<file path="config.mk">
export PLATFORM = sky130hd
export DESIGN_NAME = cmp_branch_unit_flat
export DESIGN_NICKNAME = d
export VERILOG_FILES = /design/src/rtl/cmp_branch_unit_if.sv /design/src/rtl/cmp_branch_unit.sv /design/src/flat_wrapper.sv
export SDC_FILE = /design/constraint.sdc
export NUM_CORES = 1
export LEC_CHECK = 0
export ABC_AREA = 0
export CORE_UTILIZATION = 40
export CTS_CLUSTER_SIZE = 28
export DETAILED_ROUTE_END_ITERATION = 10
export GPL_ROUTABILITY_DRIVEN = 0
export PLACE_DENSITY_LB_ADDON = 0.3
export REMOVE_ABC_BUFFERS = 1
export SLEW_MARGIN = 20
export SYNTH_ARGS = -nofsm -noshare
export SYNTH_HDL_FRONTEND = slang
export SYNTH_SLANG_ARGS = --single-unit
</file>
<file path="constraint.sdc">
create_clock -name clk -period 4.4 [get_ports clk]
set_input_delay 0.66 -clock clk [delete_from_list [all_inputs] [get_ports clk]]
set_output_delay 0.66 -clock clk [all_outputs]
set_load 0.02 [all_outputs]
</file>
<file path="src/rtl/cmp_branch_unit_if.sv">
// Branch request and branch result channels between the requester and cmp_branch_unit.
interface cmp_branch_unit_if #(
    parameter int unsigned PC_W = 16
);
    logic            br_valid;
    logic            br_ready;
    logic [2:0]      br_cond;
    logic [PC_W-1:0] br_offset;
    logic [PC_W-1:0] pc_in;
    logic            res_valid;
    logic            res_ready;
    logic            res_taken;
    logic [PC_W-1:0] res_pc;

    // Requester side: issues branches, consumes results.
    modport master (
        output br_valid, br_cond, br_offset, pc_in, res_ready,
        input  br_ready, res_valid, res_taken, res_pc
    );

    // Unit side: accepts branches, produces results.
    modport slave (
        input  br_valid, br_cond, br_offset, pc_in, res_ready,
        output br_ready, res_valid, res_taken, res_pc
    );
endinterface

</file>
<file path="src/rtl/cmp_branch_unit.sv">
// Latches comparator flags and resolves conditional branches into a
// taken decision and next PC through a one-entry valid/ready stage.
module cmp_branch_unit #(
    parameter int unsigned PC_W = 16
) (
    input  logic                 clk,
    input  logic                 rst,
    input  logic                 flag_we,
    input  logic                 cmp_gt,
    input  logic                 cmp_eq,
    input  logic                 cmp_lt,
    cmp_branch_unit_if.slave     bus,
    output logic [2:0]           flags_out,
    output logic                 flags_valid,
    output logic                 flag_err
);
    localparam int unsigned FLAG_W = 3;

    typedef enum logic {
        EMPTY = 1'b0,
        FULL  = 1'b1
    } state_t;

    state_t            state;
    logic [FLAG_W-1:0] cmp_vec;
    logic              flag_legal;
    logic [FLAG_W-1:0] eval_flags;
    logic              cond_true;
    logic              accept;
    logic [PC_W-1:0]   next_pc;

    assign cmp_vec = {cmp_gt, cmp_eq, cmp_lt};

    // A flag write is usable only when exactly one comparator flag is set.
    always_comb begin
        flag_legal = 1'b0;
        if (flag_we && (cmp_vec == 3'b100 || cmp_vec == 3'b010 || cmp_vec == 3'b001)) begin
            flag_legal = 1'b1;
        end
    end

    // Condition evaluation, forwarding a same-cycle legal flag write.
    always_comb begin
        eval_flags = flags_out;
        if (flag_legal) begin
            eval_flags = cmp_vec;
        end
        cond_true = 1'b0;
        case (bus.br_cond)
            3'b000:  cond_true = 1'b0;
            3'b001:  cond_true = eval_flags[1];
            3'b010:  cond_true = !eval_flags[1];
            3'b011:  cond_true = eval_flags[0];
            3'b100:  cond_true = eval_flags[2] | eval_flags[1];
            3'b101:  cond_true = eval_flags[2];
            3'b110:  cond_true = eval_flags[0] | eval_flags[1];
            default: cond_true = 1'b1;
        endcase
    end

    // Next PC; offset already spans PC_W bits so sign extension is implicit.
    always_comb begin
        next_pc = bus.pc_in + PC_W'(1);
        if (cond_true) begin
            next_pc = bus.pc_in + bus.br_offset;
        end
    end

    // Ready whenever the output slot is free or being drained this cycle.
    assign bus.br_ready = flags_valid && (state == EMPTY || bus.res_ready);
    assign accept       = bus.br_valid && bus.br_ready;

    // Flag register with sticky error.
    always_ff @(posedge clk) begin
        if (rst) begin
            flags_out   <= '0;
            flags_valid <= 1'b0;
            flag_err    <= 1'b0;
        end else if (flag_we) begin
            if (flag_legal) begin
                flags_out   <= cmp_vec;
                flags_valid <= 1'b1;
            end else begin
                flag_err    <= 1'b1;
            end
        end
    end

    // Output stage state machine with registered result.
    always_ff @(posedge clk) begin
        if (rst) begin
            state         <= EMPTY;
            bus.res_valid <= 1'b0;
            bus.res_taken <= 1'b0;
            bus.res_pc    <= '0;
        end else begin
            case (state)
                EMPTY: begin
                    if (accept) begin
                        state         <= FULL;
                        bus.res_valid <= 1'b1;
                        bus.res_taken <= cond_true;
                        bus.res_pc    <= next_pc;
                    end
                end
                FULL: begin
                    if (accept) begin
                        bus.res_taken <= cond_true;
                        bus.res_pc    <= next_pc;
                    end else if (bus.res_ready) begin
                        state         <= EMPTY;
                        bus.res_valid <= 1'b0;
                    end
                end
                default: begin
                    state         <= EMPTY;
                    bus.res_valid <= 1'b0;
                end
            endcase
        end
    end
endmodule

</file>
<file path="src/flat_wrapper.sv">
// flat-port wrapper written by rule: the top's interface ports become plain ports
module cmp_branch_unit_flat 
#(
    parameter int unsigned PC_W = 16
)
  (clk, rst, flag_we, cmp_gt, cmp_eq, cmp_lt, flags_out, flags_valid, flag_err, bus_br_valid, bus_br_cond, bus_br_offset, bus_pc_in, bus_res_ready, bus_br_ready, bus_res_valid, bus_res_taken, bus_res_pc);
  cmp_branch_unit_if #(.PC_W(PC_W)) bus_i ();
  input  logic clk;
  input  logic rst;
  input  logic flag_we;
  input  logic cmp_gt;
  input  logic cmp_eq;
  input  logic cmp_lt;
  output logic [2:0] flags_out;
  output logic flags_valid;
  output logic flag_err;
  input wire logic [$bits(bus_i.br_valid)-1:0] bus_br_valid;
  input wire logic [$bits(bus_i.br_cond)-1:0] bus_br_cond;
  input wire logic [$bits(bus_i.br_offset)-1:0] bus_br_offset;
  input wire logic [$bits(bus_i.pc_in)-1:0] bus_pc_in;
  input wire logic [$bits(bus_i.res_ready)-1:0] bus_res_ready;
  output wire logic [$bits(bus_i.br_ready)-1:0] bus_br_ready;
  output wire logic [$bits(bus_i.res_valid)-1:0] bus_res_valid;
  output wire logic [$bits(bus_i.res_taken)-1:0] bus_res_taken;
  output wire logic [$bits(bus_i.res_pc)-1:0] bus_res_pc;
  assign bus_i.br_valid = bus_br_valid;
  assign bus_i.br_cond = bus_br_cond;
  assign bus_i.br_offset = bus_br_offset;
  assign bus_i.pc_in = bus_pc_in;
  assign bus_i.res_ready = bus_res_ready;
  assign bus_br_ready = bus_i.br_ready;
  assign bus_res_valid = bus_i.res_valid;
  assign bus_res_taken = bus_i.res_taken;
  assign bus_res_pc = bus_i.res_pc;
  cmp_branch_unit #(.PC_W(PC_W)) u_core (.clk(clk), .rst(rst), .flag_we(flag_we), .cmp_gt(cmp_gt), .cmp_eq(cmp_eq), .cmp_lt(cmp_lt), .bus(bus_i), .flags_out(flags_out), .flags_valid(flags_valid), .flag_err(flag_err));
endmodule
</file>
* Yosys cells after proc, flatten, opt, wreduce, memory -nomap -nowiden
Index checks and enable logic that the tools add are counted.
Operators by class: mux-type cells 14, reductions and logical operators 11, add/subtract/negate cells 2, bitwise logic cells 4, eq/ne operators 12
Operator list (count):
- $mux W16 | 2
- $add A16 B1 Y16 const B | 1
- $add A16 B16 Y16 | 1
- $eq A3 B3 Y1 const B | 4
- $eq A3 B2 Y1 const B | 3
- $mux W1 | 8
- $pmux W1 S7 | 1
- $eq A3 B1 Y1 const B | 2
- $ne A2 B2 Y1 const B | 2
- $pmux W1 S2 | 2
- $reduce_and A2 Y1 | 2
- $logic_and A1 B1 Y1 | 3
- $logic_not A3 Y1 | 1
- $logic_or A1 B1 Y1 | 3
- $mux W3 | 1
- $reduce_and A3 Y1 | 1
- $ne A2 B1 Y1 const B | 1
- $not A1 Y1 | 2
- $or A1 B1 Y1 | 2
- $logic_not A1 Y1 | 1
Storage, ports and cells: register bits 24, word-level logic and storage cells 50, output and inout port bits 24, input port bits 43

* Logic depth before layout (Yosys ltp)
Gate-level depths: netlist of the first run.
word-level depth 10, gate-level depth with buffers 17, mapped depth without buffers 16

* Worst setup path before layout of the first run
OpenSTA, ideal clock, no wires.
kind input to register, start input port cmp_eq, end register u_core.bus.res_pc[14], data arrival time 3.696 ns, path buffers 2, stages on the path 14, path slack 0.588 ns, library setup time 0.116 ns, required time 4.284 ns, cells stage by stage buf_2 -> and2_1 -> o31ai_2 -> nand3_1 -> o32ai_1 -> nor3_2 -> buf_2 -> and2_1 -> ha_1 -> a2111o_1 -> o21ai_1 -> o211ai_1 -> or3_1 -> and3_1
Between the ends: longest elaborated chain between the ends 10, elaborated cells between the ends (all ways) 14, those cells by class 3 x eq/ne; 5 x mux; 2 x bitwise; 4 x reduce/logical
Ends and longest elaborated chain:
- from (decl) | line flat_wrapper.sv:12 | input logic cmp_eq;
- $eq A3 B3 Y1 or $eq A3 B2 Y1 (tied branches) | line cmp_branch_unit.sv:37 | if (flag_we && (cmp_vec == 3'b100 || cmp_vec == 3'b010 || cmp_vec == 3'b001)) begin
- $logic_or A1 B1 Y1 (2 in series) | line cmp_branch_unit.sv:37
- $logic_and A1 B1 Y1 | line cmp_branch_unit.sv:37
- $mux W1 | line cmp_branch_unit.sv:37
- $mux W3 (*)
- $or A1 B1 Y1 (tied with other cells) | line cmp_branch_unit.sv:56 | 3'b110: cond_true = eval_flags[0] | eval_flags[1];
- $pmux W1 S7 (*) | line cmp_branch_unit.sv:49 | case (bus.br_cond)
- $mux W16 (*) | line cmp_branch_unit.sv:64 | if (cond_true) begin
- $mux W16 (*) | line cmp_branch_unit.sv:99, cmp_branch_unit.sv:107
- to (signal assigned) | line cmp_branch_unit.sv:103 | bus.res_pc <= next_pc;
- to (signal assigned) | line cmp_branch_unit.sv:109 | bus.res_pc <= next_pc;
- to (decl) | line cmp_branch_unit_if.sv:24 | output br_ready, res_valid, res_taken, res_pc
Every way passes the cells marked *; elsewhere a longest branch is shown, timed or not. The select of a mux whose other input is x is not followed. A chain may end at the register's enable or synchronous reset.

* Worst setup path after layout of the first run
start input port cmp_gt, end register u_core.bus.res_pc[15]
Between the ends: longest elaborated chain between the ends 10, elaborated cells between the ends (all ways) 14, those cells by class 3 x eq/ne; 5 x mux; 2 x bitwise; 4 x reduce/logical
Ends and longest elaborated chain:
- from (decl) | line flat_wrapper.sv:11 | input logic cmp_gt;
- $eq A3 B3 Y1 or $eq A3 B2 Y1 (tied branches) | line cmp_branch_unit.sv:37
- $logic_or A1 B1 Y1 (2 in series) | line cmp_branch_unit.sv:37
- $logic_and A1 B1 Y1 | line cmp_branch_unit.sv:37
- $mux W1 | line cmp_branch_unit.sv:37
- $mux W3 (*)
- $or A1 B1 Y1 (tied with other cells) | line cmp_branch_unit.sv:56
- $pmux W1 S7 (*) | line cmp_branch_unit.sv:49
- $mux W16 (*) | line cmp_branch_unit.sv:64
- $mux W16 (*) | line cmp_branch_unit.sv:99, cmp_branch_unit.sv:107
Marked as above.

==> summary.md, run 1 <==
The run finished with clean final reports. The run gives 71 as the number of violations reported at the end of detailed-routing iteration 0. Once the floorplan was initialized, standard cells occupied 41.7% of the core.

Global router's overall resource usage: 18.2%. The max-slew violation count is 0. The total count of hold-check failures in the final report is 0. In this run the horizontal extent of the chip is 69.4 microns.

The post-route total power is 705 uW, and the clock network power share is 27.5%. The slowest stage of the critical path is the sky130_fd_sc_hd__clkdlybuf4s50_1 cell. The total power divided by cell area works out to 260 nW/um^2. Data arrives at the worst endpoint at 4.32 ns. The signal on the critical path passes through clkdlybuf4s50_1 -> a21oi_1 -> or4b_1 -> o21ai_1 -> nor3_1 -> nor3_4 -> buf_4 -> and2_1 -> ha_1 -> a211o_1 -> o22a_1 -> o211ai_1 -> o21ai_1 -> o22ai_1 -> nand4_1 -> nor3b_2. Summing over every cut layer, the via total after detailed routing is 1,858. The routing usage on met3 came out at 1.31%. For this run, global-route usage on met2 was measured as 33.1%.

The logs give 1 for the number of levels the H-tree was split into and 0 for the number of hold buffers added after cts. Entering global routing, the biggest net connects 26 pins. For this design the static power due to leakage is 0.00109 uW. VDD sags by at most 0.125 mV.

The library cell used most frequently in the layout, excluding fill and tap cells, is sky130_fd_sc_hd__clkdlybuf4s50_1. The worst register-to-register path has a setup slack of 0.87 ns. Yosys printed 0 warnings. Clock skew on the completed layout was measured at 0.00524 ns. The number of antenna diodes in the final layout is 0. Counting every sink on the clock net gives 24.

For this run, design rule violations remaining after detail routing come to 0. The tools report the number of global-route vias before repair as 1,732. The area overhead of the layout relative to synthesis was 49.1%; the global-route wire length before repair was 7.45 mm. The post-synthesis cell type count came out at 51.

The height of the die works out to 69.4 microns. For this block, the routed nets add up to 4.39 mm of wire. Among the stages of the critical path, the cell type that occurs most often is sky130_fd_sc_hd__o21ai_1. In this run the tool buffered the top-level ports with 66 buffer cells. In this run the critical register-to-register path is launched from u_core.flags_out[2].

The async set-or-reset flop fraction in the synthesized netlist works out to 0%. The tools report the number of antenna violations at the first check in global routing as 0. The area of the placeable core was 4350 sq um. The number of flip-flops and latches in the synthesized netlist is 24, and the clock edge transition at the registers on the reported setup and hold paths is 0.09 ns. TritonCTS built the clock tree.

The total overflow left after global routing is 0. For this run, the leading register cell type out of synthesis is sky130_fd_sc_hd__dfxtp_1. The clock passes through at most 2 buffers. In this run the worst setup path begins at cmp_gt. The die outline area is 4810 sq um, and the combined area of all synthesized cells is 1820 sq um. Broken down by cell family, the worst path's largest delay share belongs to compound AO/OA/AOI/OAI gates. The tools report the cell at the root of the clock tree as sky130_fd_sc_hd__clkbuf_8.

The count of boundary I/O pins was 67. In this run the critical register-to-register path is captured at u_core.bus.res_pc[15]. In this run the most critical hold path is launched from u_core.bus.res_pc[6]. The transition time at the pin with the least slew margin was 0.844 ns. Critical path endpoint: u_core.bus.res_pc[15].

The internal power of the cells totals 494 uW. For the worst setup path, the data required time is 4.55 ns. For the worst flop-to-flop path, the logic depth is 15. For this run, the top clock speed supported by timing is 240 MHz. In this run the power spent charging and discharging nets is 211 uW. After layout, the minimum clock period comes to 4.16 ns. For the register share of total power, the log shows 33.7%. The worst setup path is launched from a primary input. The share of the cycle needed by the critical path after routing is 94.6%. The class of the tightest hold or removal check was reg2reg. The top cell types in the final layout, fill and taps aside, are sky130_fd_sc_hd__clkdlybuf4s50_1 (66), sky130_fd_sc_hd__dfxtp_1 (24), sky130_fd_sc_hd__a21oi_1 (23). The tools report the final-report setup violation count as 0. Hold timing on the final database bottoms out at a slack of 0.454 ns. The run gives 0 as the number of nets still failing antenna checks after routing.

The share of the yosys chip area belonging to registers is 26.5%. The post-DP HPWL was 3.46 mm. Counting buffers and inverters, the worst setup path is 16 cells deep. The start-to-end type of the worst setup path was in2reg. met2 is the most crowded layer.

For the net total in the final layout, the log shows 359. The kind of capture point of the worst setup path was a register. The synthesized design contains 0 enable-type register cells. For the combinational cell fraction of total power, the log shows 38.9%. The number of max-cap violations is 0, and the fraction of met1 tracks used by global routing is 23.6%. Cells with a size suffix above 1 make up 10.4% of the layout. The number of cells produced by synthesis is 226. In this run switching power makes up 29.9% of total power. The buffering stage count on the worst path with inverters included was 2.

The via density per instance was 5.29; the largest driver fanout on the critical path was 6. Each instance of the synthesized netlist takes up on average 8.03 sq um. After detailed routing, the average wire length per cell comes to 12.5 microns.

Measured against its own limit, the worst slew margin works out to 43.6%. The floorplan has 24 rows. The first TritonRoute pass finished after 4 iterations.

The number of clock buffers added by TritonCTS is 3. The later-pin clock latency in the skew report was 0.27 ns. The delay contributed by the slowest stage of the critical path came out at 0.58 ns.
[worst min-delay path by stage]
| stage | endpoint | slack, ns | cells past startpoint |
|---|---|---|---|
| 3_5_place_dp | u_core.bus.res_pc[6] | 0.44 | 2 |
| 3_3_place_gp | u_core.bus.res_pc[11] | 0.44 | 2 |
| 6_report | u_core.bus.res_pc[6] | 0.45 | 2 |
| 2_1_floorplan | u_core.bus.res_valid | 0.44 | 1 |
| 5_1_grt | u_core.bus.res_pc[6] | 0.47 | 2 |
| 4_1_cts | u_core.bus.res_pc[6] | 0.46 | 2 |
[layer usage]
metal	vias to the layer above	share of wire, %	wire [microns]
met2	49	49	2150
met3	2	4.5	199
met1	836	46	2020
li1	971	-	-
met4	0	0.55	24
met5	-	0	0
[sequential cells by signal (all words and copies together), names as in the netlist]
register              count
u_core.bus.res_taken      1
u_core.bus.res_valid      1
u_core.flag_err           1
u_core.flags_out          3
u_core.state              1
u_core.flags_valid        1
u_core.bus.res_pc        16
[tightest hold or removal path, delay by kind of cell, from the launching register on]
kind / cells / cell delay [ns]
AO/OA/AOI/OAI: 1 / 0.05
AND/OR/NAND/NOR: 1 / 0.05
flip-flops: 1 / 0.32
[logic make-up after synthesis]
logic type / Yosys count / share of synthesized area [%]
DFF: 24 / 26.5
and+or+nand+nor: 83 / 26.0
adders and majority gates: 16 / 11.4
buffers and inverters: 19 / 4.27
xor gates and xnor gates: 9 / 4.34
AOI/OAI and AO/OA: 75 / 27.5
[power by group through the flow]
stage	logic, uW	clock network, uW	registers, uW
final	274	194	237
after global routing	303	206	239
after floorplan	140	0	256
after detailed placement	262	0	242
after global placement	259	0	242
after CTS	265	198	237
[layout make-up]
cell class	instances	area [sq um]
inverter	10	37.5
fill	399	1650
tap	52	65.1
clock inverter	1	30.0
clock buffer	3	41.3
timing repair buffer	78	751
multi-input combinational	183	1300
sequential	24	480
[synthesized netlist by cell type, types with 3 or more instances]
| cell type | n | share of area [%] |
|---|---|---|
| sky130_fd_sc_hd__nor3_1 | 6 | 1.7 |
| sky130_fd_sc_hd__xor2_1 | 6 | 2.9 |
| sky130_fd_sc_hd__clkbuf_1 | 6 | 1.2 |
| sky130_fd_sc_hd__nand3b_1 | 5 | 2.1 |
| sky130_fd_sc_hd__nand3_1 | 3 | 0.83 |
| sky130_fd_sc_hd__nand4_1 | 3 | 1.0 |
| sky130_fd_sc_hd__nor2_1 | 13 | 2.7 |
| sky130_fd_sc_hd__inv_1 | 8 | 1.7 |
| sky130_fd_sc_hd__ha_1 | 15 | 10 |
| sky130_fd_sc_hd__a211oi_1 | 6 | 2.5 |
| sky130_fd_sc_hd__dfxtp_1 | 24 | 26 |
| sky130_fd_sc_hd__o21ai_1 | 8 | 2.2 |
| sky130_fd_sc_hd__nor2b_1 | 4 | 1.4 |
| sky130_fd_sc_hd__or3_1 | 3 | 1.0 |
| sky130_fd_sc_hd__o21ai_0 | 9 | 2.5 |
| sky130_fd_sc_hd__a21o_1 | 7 | 2.9 |
| sky130_fd_sc_hd__nand2b_1 | 4 | 1.4 |
| sky130_fd_sc_hd__xnor2_1 | 3 | 1.4 |
| sky130_fd_sc_hd__a21oi_1 | 23 | 6.3 |
| sky130_fd_sc_hd__and3_1 | 3 | 1.0 |
| sky130_fd_sc_hd__and2_1 | 15 | 5.2 |
| sky130_fd_sc_hd__nand2_1 | 15 | 3.1 |
[per-stage QoR]
stage / utilization [%] / TNS, ns / instances / cell area [sq um] / setup WS [ns]
5_1_grt: 62.2 / -0.00838 / 351 / 2710 / -0.00838
3_3_place_gp: 59.0 / -0.231 / 344 / 2570 / -0.112
2_1_floorplan: - / 0 / 217 / 1780 / 0.822
4_1_cts: 60.8 / 0 / 348 / 2650 / 0.115
3_5_place_dp: 59.0 / -0.601 / 344 / 2570 / -0.260
6_report: 62.2 / 0 / 351 / 2710 / 0.237
[repair_timing]
item                                    4_1_cts  5_1_grt
pin swaps                                     0        2
resized for setup                             1        5
setup buffers                                 0        3
endpoints found under the setup margin        1        7
endpoints found under the hold margin         0        0
Power figures use the tool's default switching activity.
==> run 2, diff against run 1 <==
--- a/config.mk
+++ b/config.mk
@@ -9,7 +9,6 @@
 export CORE_UTILIZATION = 40
 export CTS_CLUSTER_SIZE = 28
 export DETAILED_ROUTE_END_ITERATION = 10
-export GPL_ROUTABILITY_DRIVEN = 0
 export PLACE_DENSITY_LB_ADDON = 0.3
 export REMOVE_ABC_BUFFERS = 1
 export SLEW_MARGIN = 20
==> results of run 2 <==
The final DEF is identical to that of run 1; final timing and power are the same.
==> run 3, diff against run 2 <==
--- a/config.mk
+++ b/config.mk
@@ -11,6 +11,7 @@
 export DETAILED_ROUTE_END_ITERATION = 10
 export PLACE_DENSITY_LB_ADDON = 0.3
 export REMOVE_ABC_BUFFERS = 1
+export SKIP_CTS_REPAIR_TIMING = 1
 export SLEW_MARGIN = 20
 export SYNTH_ARGS = -nofsm -noshare
 export SYNTH_HDL_FRONTEND = slang
==> run 3 against run 2 <==
Effect of this change:
- routed wire length increased by 1.2%
- sequential power about the same
- non-clock buffer count unchanged
- highest routed layer unchanged
- utilization decreased by 0.11 points
- maximum frequency increased by 0.15%
==> summary.md, run 3 (same netlist as run 1, synthesis figures left out) <==
The flow ran to the end, and the final reports show no timing, DRC or antenna violations. The start point of the critical path is cmp_gt. The worst hold margin is 0.454 ns (+0.0000590 ns).

The worst slew margin relative to its limit came out at 41.4% (-2.2 points). In this run the worst setup path terminates at u_core.bus.res_pc[15]. The largest registers in the layout are u_core.bus.res_pc (16), u_core.flags_out (3). The global-route wire length before repair came out at 7.42 mm (-0.38%). The required time of the critical path was 4.55 ns (about the same); the via density per instance was 5.32 (+0.43%). Fmax: 241 MHz (+0.15%). The switching share of power was 30.0% (+0.061 points); the TritonCTS sink count was 24 (unchanged). The number of nets still failing antenna checks after routing was 0 (unchanged); the number of global-route vias before repair was 1,728 (-0.23%).

The congestion estimate from routability-driven global placement came to 0.789. The run gives 33.6% (about the same) as the register share of total power. The cell with the largest stage delay on the worst path was sky130_fd_sc_hd__clkdlybuf4s50_1.

The share of the cycle needed by the critical path after routing is 94.5% (-0.14 points), and the die outline area is 4810 sq um (unchanged). Fraction of layout instances using a drive strength above 1: 10.0% (-0.33 points). The post-DP HPWL is 3.46 mm (unchanged). The pre-CTS setup slack was -0.260 ns (unchanged); the number of inserted diodes was 0 (unchanged). Die outline width: 69.4 microns (unchanged).

The start-to-end type of the worst setup path was in2reg. Traced cell by cell, the critical path runs through clkdlybuf4s50_1 -> a21oi_1 -> or4b_1 -> o21ai_1 -> nor3_1 -> nor3_4 -> buf_4 -> and2_1 -> ha_1 -> a211o_1 -> o22a_1 -> o211ai_1 -> o21ai_1 -> o22ai_1 -> nand4_1 -> nor3b_2. The count of buffers from port buffering is 66 (unchanged), and the total count of hold-check failures in the final report is 0 (unchanged). Largest driver fanout on the critical path: 6 (unchanged). Class of the tightest hold or removal check: reg2reg. The number of inserted filler cells in the final layout was 400 (+0.25%); the number of max-cap violations was 0 (unchanged). The worst register-to-register path ends at u_core.bus.res_pc[15]. The clock edge transition at the registers on the reported setup and hold paths was 0.09 ns (about the same). Area of the placeable core: 4350 sq um (unchanged). The startpoint identified for the worst hold timing path is u_core.bus.res_pc[6]. The number of buffers created by CTS was 3 (unchanged). The logs give 4.31 ns (about the same) for the data arrival time of the critical path and 0 ns (unchanged) for the total negative setup slack. The minimum period implied by the final worst setup slack was 4.16 ns (-0.00627 ns). The register with the most flip-flops was u_core.bus.res_pc. The cell-internal power is 494 uW (about the same), and the maximum number of pins on one net before global-route repair is 26 (unchanged). For the slack of the worst reg-to-reg path, the log shows 0.87 ns (about the same).

The buffering stage count on the worst path with inverters included was 2 (unchanged); the area overhead of the layout relative to synthesis was 48.8%. The family of cells with the greatest summed delay on the critical path was compound AO/OA/AOI/OAI gates. Number of antenna violations at the first check in global routing: 0 (unchanged).

The run gives 0 (unchanged) as the max-slew violation count. The routed wire length per instance is 12.7 microns (+1.2%). The net total in the final layout was 359 (unchanged).

Critical path startpoint category: a primary input. The tools report the number of detailed-route iterations in the first pass as 4 (unchanged). The global router's overall resource usage is 18.1% (-0.098 points). The transition time at the pin with the least slew margin came out at 0.877 ns (+0.0328 ns). The remaining global-route overflow came out at 0 (unchanged). The number of placed instances, taps included was 344 (unchanged); the combinational cell fraction of total power was 38.9% (about the same).

The clock network power share was 27.5% (about the same); the logic depth of the worst setup path including buffers was 16 (unchanged). The run gives 0.244 ns (+0.00627 ns) as the minimum setup slack in the final design. The vias after detailed routing is 1,866 (+0.43%). The tools report the start of the worst register-to-register path as u_core.flags_out[2].

The number of flip-flops in the largest register came out at 16 (unchanged). For the number of violations reported at the end of detailed-routing iteration 0, the log shows 58 (-18%). TritonCTS built the clock tree. For the remaining routing DRC violations, the log shows 0 (unchanged). The logs give 1 (unchanged) for the number of levels the H-tree was split into and 211 uW (+0.27%) for the net switching power of the design.

The logs give 24 (unchanged) for the row count and 0.125 mV (+0.26%) for the maximum resistive drop on vdd. The height of the die is 69.4 microns (unchanged), and the instance area after placement is 2570 sq um (unchanged). The run gives 2 (unchanged) as the buffer depth of the longest clock path.

The run gives 67 (unchanged) as the count of boundary I/O pins. The number of standard cells in the final layout excluding fillers was 351 (unchanged); the worst clock skew was 0.00548 ns (+0.000236 ns). The delay contributed by the slowest stage of the critical path is 0.58 ns (about the same), and the total length of routed wires is 4.44 mm (+1.2%).

The run gives 0.27 ns (about the same) as the later-pin clock latency in the skew report. The cell at the root of the clock tree is sky130_fd_sc_hd__clkbuf_8. The depth of the worst register-to-register path is 15 (unchanged). The total power divided by cell area came out at 261 nW/um^2 (+0.26%). The run gives 0.00109 uW (-0.31%) as the static leakage. The tools report the final design area excluding fillers as 2700 sq um (-0.19%).

The critical path's most frequent cell is sky130_fd_sc_hd__o21ai_1. The library cells used most frequently in the layout, excluding fill and tap cells, are sky130_fd_sc_hd__clkdlybuf4s50_1 (66), sky130_fd_sc_hd__dfxtp_1 (24), sky130_fd_sc_hd__a21oi_1 (23). The run gives 0 (unchanged) as the final-report setup violation count.

The most common cell after layout, fill and taps aside is sky130_fd_sc_hd__clkdlybuf4s50_1. The kind of capture point of the worst setup path is a register. The run gives 41.7% (unchanged) as the effective utilization at floorplan.
run 3: cell counts in the layout (fill, tap and decap cells not counted):
No cell type changed its count.
run 3: worst reg2reg max path, stage by stage (launching register included):
cell	delay, ns
sky130_fd_sc_hd__dfxtp_1	0.39
sky130_fd_sc_hd__a21oi_1	0.08
sky130_fd_sc_hd__or4b_1	0.47
sky130_fd_sc_hd__o21ai_1	0.12
sky130_fd_sc_hd__nor3_1	0.10
sky130_fd_sc_hd__nor3_4	0.30
sky130_fd_sc_hd__buf_4	0.19
sky130_fd_sc_hd__and2_1	0.12
sky130_fd_sc_hd__ha_1	0.27
sky130_fd_sc_hd__a211o_1	0.34
sky130_fd_sc_hd__o22a_1	0.21
sky130_fd_sc_hd__o211ai_1	0.13
sky130_fd_sc_hd__o21ai_1	0.15
sky130_fd_sc_hd__o22ai_1	0.24
sky130_fd_sc_hd__nand4_1	0.13
sky130_fd_sc_hd__nor3b_2	0.19
run 3: metrics by stage:
step                utilization, %  power (uW)
finish                        62.0         705
global route                  62.0         748
global placement              59.0         501
floorplan                        -         396
detailed placement            59.0         504
CTS                           60.6         699
run 3: metal layers:
layer	up-vias	GRT usage, %	wire [microns]
li1	969	-	-
met1	846	23.5	2030
met2	49	32.8	2210
met3	2	1.31	175
met4	0	3.40	24
met5	-	0	0
run 3: cell type report:
cell class                      instances  area [sq um]  area share (%)
Timing Repair Buffer                   78           751            27.8
Inverter                               10          37.5            1.39
Sequential cell                        24           480            17.8
Tap cell                               52          65.1            2.41
Clock inverter                          1          30.0            1.11
Multi-Input combinational cell        183          1300            48.0
Clock buffer                            3          41.3            1.53
run 3: power by group through the flow:
stage	clock network [uW]	logic (uW)	registers (uW)
2_1_floorplan	0	140	256
3_3_place_gp	0	259	242
3_5_place_dp	0	262	242
4_1_cts	198	264	237
5_1_grt	206	303	239
6_report	194	274	237
run 3: worst min-delay path by stage:
stage	endpoint	slack, ns	cells after the start
3_5_place_dp	u_core.bus.res_pc[6]	0.44	2
2_1_floorplan	u_core.bus.res_valid	0.44	1
3_3_place_gp	u_core.bus.res_pc[11]	0.44	2
4_1_cts	u_core.bus.res_pc[6]	0.46	2
5_1_grt	u_core.bus.res_pc[6]	0.47	2
6_report	u_core.bus.res_pc[6]	0.45	2
